--- config.mk ---
export PLATFORM = sky130hd
export DESIGN_NAME = mem_ctrl_bridge
export DESIGN_NICKNAME = d
export VERILOG_FILES = /design/src/rtl/mem_ctrl_bridge.sv
export SDC_FILE = /design/constraint.sdc
export NUM_CORES = 1
export LEC_CHECK = 0
export ABC_AREA = 1
export CORE_MARGIN = 3
export CORE_UTILIZATION = 46
export CTS_CLUSTER_SIZE = 14
export DETAILED_ROUTE_END_ITERATION = 16
export GPL_ROUTABILITY_DRIVEN = 1
export GPL_TIMING_DRIVEN = 0
export PLACE_DENSITY = 0.84
export SYNTH_ARGS = -nofsm -noshare
export SYNTH_HDL_FRONTEND = slang
export SYNTH_SLANG_ARGS = --single-unit
--- constraint.sdc ---
create_clock -name clk -period 2.1 [get_ports clk]
set_clock_uncertainty 0.1 [all_clocks]
set_input_delay 0.21 -clock clk [delete_from_list [all_inputs] [get_ports clk]]
set_output_delay 0.21 -clock clk [all_outputs]
set_load 0.05 [all_outputs]
--- src/rtl/mem_ctrl_bridge.sv ---
// Word-to-byte memory bridge: serializes one CPU word request into B byte beats on the RAM side.
// Define MEM_CTRL_BIG_ENDIAN_EN to map beat i to byte B-1-i (default: little-endian).
module mem_ctrl_bridge #(
    parameter int MADDR_L  = 32,
    parameter int M_DATA_L = 8,
    parameter int C_DATA_L = 32
) (
    input  logic                clk,
    input  logic                rst,
    input  logic [M_DATA_L-1:0] m_dout,
    output logic [M_DATA_L-1:0] m_din,
    output logic [MADDR_L-1:0]  m_raddr,
    output logic [MADDR_L-1:0]  m_waddr,
    output logic                m_re,
    output logic                m_we,
    input  logic [C_DATA_L-1:0] c_dout,
    output logic [C_DATA_L-1:0] c_din,
    input  logic [MADDR_L-1:0]  c_raddr,
    input  logic [MADDR_L-1:0]  c_waddr,
    input  logic                c_re,
    input  logic                c_we
);
    localparam int B  = C_DATA_L / M_DATA_L;
    localparam int IW = (B > 1) ? $clog2(B) : 1;
    localparam logic [IW-1:0] LAST = IW'(B - 1);

    typedef enum logic [1:0] {IDLE, WRITE, READ} state_t;

    state_t                state_q, state_d;
    logic [IW-1:0]         i_q, i_d;
    logic [MADDR_L-1:0]    addr_q, addr_d;
    logic [C_DATA_L-1:0]   wdata_q, wdata_d;
    logic [C_DATA_L-1:0]   asm_q, asm_d;
    logic [C_DATA_L-1:0]   c_din_q, c_din_d;
    logic [M_DATA_L-1:0]   m_din_q, m_din_d;
    logic [MADDR_L-1:0]    m_raddr_q, m_raddr_d;
    logic [MADDR_L-1:0]    m_waddr_q, m_waddr_d;
    logic                  m_re_q, m_re_d;
    logic                  m_we_q, m_we_d;
    logic                  cap_vld_q, cap_vld_d;
    logic [IW-1:0]         cap_idx_q, cap_idx_d;

    function automatic logic [IW-1:0] lane(input logic [IW-1:0] beat);
`ifdef MEM_CTRL_BIG_ENDIAN_EN
        return LAST - beat;
`else
        return beat;
`endif
    endfunction

    always_ff @(posedge clk) begin
        if (rst) begin
            state_q   <= IDLE;
            i_q       <= '0;
            addr_q    <= '0;
            wdata_q   <= '0;
            asm_q     <= '0;
            c_din_q   <= '0;
            m_din_q   <= '0;
            m_raddr_q <= '0;
            m_waddr_q <= '0;
            m_re_q    <= 1'b0;
            m_we_q    <= 1'b0;
            cap_vld_q <= 1'b0;
            cap_idx_q <= '0;
        end else begin
            state_q   <= state_d;
            i_q       <= i_d;
            addr_q    <= addr_d;
            wdata_q   <= wdata_d;
            asm_q     <= asm_d;
            c_din_q   <= c_din_d;
            m_din_q   <= m_din_d;
            m_raddr_q <= m_raddr_d;
            m_waddr_q <= m_waddr_d;
            m_re_q    <= m_re_d;
            m_we_q    <= m_we_d;
            cap_vld_q <= cap_vld_d;
            cap_idx_q <= cap_idx_d;
        end
    end

    always_comb begin
        state_d   = state_q;
        i_d       = i_q;
        addr_d    = addr_q;
        wdata_d   = wdata_q;
        asm_d     = asm_q;
        c_din_d   = c_din_q;
        m_din_d   = m_din_q;
        m_raddr_d = m_raddr_q;
        m_waddr_d = m_waddr_q;
        m_re_d    = 1'b0;
        m_we_d    = 1'b0;
        cap_vld_d = 1'b0;
        cap_idx_d = cap_idx_q;

        // RAM data arrives the cycle after a beat is issued; the last capture may land in IDLE,
        // which lets the FSM be free for a new request on the same edge.
        if (cap_vld_q) begin
            asm_d[lane(cap_idx_q)*M_DATA_L +: M_DATA_L] = m_dout;
            if (cap_idx_q == LAST)
                c_din_d = asm_d;
        end

        case (state_q)
            IDLE: begin
                if (c_we) begin
                    addr_d  = c_waddr;
                    wdata_d = c_dout;
                    i_d     = '0;
                    state_d = WRITE;
                end else if (c_re) begin
                    addr_d  = c_raddr;
                    i_d     = '0;
                    state_d = READ;
                end
            end
            WRITE: begin
                m_we_d    = 1'b1;
                m_waddr_d = addr_q + MADDR_L'(i_q);
                m_din_d   = wdata_q[lane(i_q)*M_DATA_L +: M_DATA_L];
                i_d       = i_q + IW'(1);
                if (i_q == LAST) begin
                    i_d     = '0;
                    state_d = IDLE;
                end
            end
            READ: begin
                m_re_d    = 1'b1;
                m_raddr_d = addr_q + MADDR_L'(i_q);
                cap_vld_d = 1'b1;
                cap_idx_d = i_q;
                i_d       = i_q + IW'(1);
                if (i_q == LAST) begin
                    i_d     = '0;
                    state_d = IDLE;
                end
            end
            default: state_d = IDLE;
        endcase
    end

    assign m_din   = m_din_q;
    assign m_raddr = m_raddr_q;
    assign m_waddr = m_waddr_q;
    assign m_re    = m_re_q;
    assign m_we    = m_we_q;
    assign c_din   = c_din_q;
endmodule

==> metrics.md <==
| Metric | Value |
|---|---|
| Status | finished clean |
| Syn Inst Count | 1,423 |
| Final worst slack | 0.05968 ns |
| Die W | 148.9 µm |
| Actual slew at the worst max-slew pin | 0.6264 ns |
| Drt first pass iters | 5 |
| Critical path startpoint category | register |
| PD cells | 1278 nW/µm² |
| GRT Residual Overflow | 0 |
| RSZ-0062 raised after global routing | yes |
| Initial antenna violation count | 0 |
| Place WS | -0.3568 ns |
| Most frequent cells in the layout | nor2_1 (317), inv_1 (235), clkdlybuf4s50_1 (212) |
| TritonCTS clock tree | yes |
| Crit path max fanout | 5 |
| Syn Nets | 1,544 |
| Tcrit/Tclk final | 0.9716 |
| Setup TNS | 0 ns |
| Worst skew pair latency | 0.44 ns |
| Fmax | 0.4901 GHz |
| Antenna Violating Nets Remaining | 0 |
| RePlAce Congestion | 0.9371 |
| GR Util All Layers | 0.2532 |
| Die ar. | 22,160 µm² |
| Post-Syn Area per Cell | 6.597 µm² |
| Final slew viol count | 0 |
| Initial Util | 0.4746 |
| Commonest non-fill, non-tap cell in the layout | nor2_1 |
| WHS | 0.2932 ns |
| Placed insts | 1,900 |
| CP max stage delay | 0.38 ns |
| Post-synthesis sequential area ratio | 0.4265 |
| Total power | 16.05 mW |
| Total wire length | 28.27 mm |
| Yosys cell types | 28 |
| Max Buffers Root-to-Sink | 2 |
| Critical Path AT | 2.27 ns |
| DRC viols | 0 |
| Largest net degree at the start of global routing | 19 |
| Iter 0 DRT Violations | 709 |
| DR vias | 9,721 |
| Global-route wire length before repair | 45.20 mm |
| Worst Hold Class | input port to register |
| Max IR drop VDD | 0.6060 mV |
| CTS Root Cell | clkbuf_16 |
| Final Util | 0.6347 |
| Slowest stage cell, crit path | fa_2 |
| NumNets Final | 1,778 |
| Yosys warns | 0 |
| Final hold violation count | 0 |
| Core Box Area | 19,780 µm² |
| Top Ports | 214 |
| Register area | 4010 µm² |
| # fillers | 1,744 |
| CTS buffer count | 17 |
| Area grow syn2layout | 33.73% |
| Crit path cell chain | ha_4, inv_2, fa_2, nor2_4, nand3b_1, o21ai_2, nand3_1, nand2_1, inv_1 |
| Rel. slew slack | 0.5824 |
| Flops & latches, synth | 200 |
| Clock H-tree levels | 4 |
| Row count | 51 |
| Kind of critical path | register to register |
| IO buf count | 212 |
| Leak | 5.713 nW |
| Max capacitance violation total | 0 |
| Worst-path clk slew | 0.08 ns |
| Sink Count | 200 |
| Inserted Diodes | 0 |
| Final Instance Count excl. Fillers | 1,935 |
| Multi-input logic area | 4210 µm² |
| Crit end category | register |
| Post-DP HPWL | 21.68 mm |
| Data required, critical path | 2.33 ns |
| Mapped Area | 9388 µm² |
| Vias in the first global route | 9,185 |
| Share of cells above drive strength 1 | 0.05389 |
| Routed wire length per instance | 14.61 µm |
| Die height | 148.9 µm |
| Period minus WS final | 2.040 ns |
| Placed cell area | 11,850 µm² |
| Vias per cell | 5.024 |
| Cts hold-fix bufs | 0 |
| Setup violations, final | 0 |
| Post-Layout Inst Area | 12,550 µm² |
==> layout make-up <==
class | instances | share of cell area
Timing Repair Buffer | 218 | 0.1726
Buffer | 76 | 0.02601
Inverter | 239 | 0.07146
Clock buffer | 19 | 0.03608
Multi-Input combinational cell | 905 | 0.3354
Tap cell | 265 | 0.02641
Sequential cell | 200 | 0.3194
Clock inverter | 13 | 0.01266
==> final timing paths <==
check,cells past startpoint,from,slack (ns),endpoint
min reg2reg,2,wdata_q[9]$_SDFFE_PP0P_,0.37,wdata_q[9]$_SDFFE_PP0P_
max reg2reg,9,i_q[0]$_SDFFE_PP0P_,0.06,m_waddr[18]$_SDFFE_PP0P_
max,9,i_q[0]$_SDFFE_PP0P_,0.06,m_waddr[18]$_SDFFE_PP0P_
min,3,c_dout[21],0.29,wdata_q[21]$_SDFFE_PP0P_
==> state kept, by name (all words and copies together) (netlist names) <==
register / cells
i_q: 2
m_din: 8
m_we: 1
state_q: 2
m_waddr: 32
m_raddr: 32
addr_q: 32
asm_q: 24
wdata_q: 32
cap_vld_q: 1
cap_idx_q: 2
c_din: 32
==> metal layers <==
metal,vias to the layer above,global-route usage,share of wire
met2,408,0.4067,0.46
met3,52,0.04497,0.082
met4,0,0.09428,0.026
met5,-,0,0
met1,4368,0.3428,0.43
li1,4893,-,-
==> kinds of logic after synthesis <==
kind of cell,count (synthesis),share of synthesized area
compound gates,322,0.1763
xor+xnor,10,0.009329
fa+ha+maj,13,0.01813
buf+inv,318,0.1309
flops,200,0.4265
simple gates,560,0.2388
==> worst max-delay path: cells and delay by family, from the launching register on <==
kind                       cells  cell delay (ns)
and+or+nand+nor                4             0.65
buffers and inverters          2             0.09
adders and majority gates      2             0.53
AOI/OAI and AO/OA              1             0.20
DFF                            1             0.37
==> cell usage after synthesis (all sizes together) <==
cell type	instances	area [µm²]
a21oi	123	615.6
xnor2	6	52.55
a211oi	2	15.01
fa	1	20.02
o21ai	171	859.6
clkinv	1	3.750
buf	40	185.2
clkbuf	39	146.4
nor2	325	1257
nand3b	4	30.03
o211ai	2	15.01
ha	12	150.1
nand4	3	18.77
inv	238	893.4
nand2	174	660.6
nand3	54	275.3
xor2	4	35.03
dfxtp	200	4004
o22ai	24	150.1
==> what timing repair did <==
item	in CTS	in global routing
buffers inserted	2	4
cloned	0	0
endpoints found under the setup margin	27	83
endpoints found under the hold margin	0	0
pin swaps	1	7
gates resized for setup	3	25
==> where the power goes <==
| group | total (mW) | internal (mW) | switching, mW |
|---|---|---|---|
| Combinational | 7.16 | 2.34 | 4.82 |
| Sequential | 5.48 | 4.78 | 0.701 |
| Clock | 3.40 | 1.86 | 1.54 |
Power figures use the tool's default switching activity.
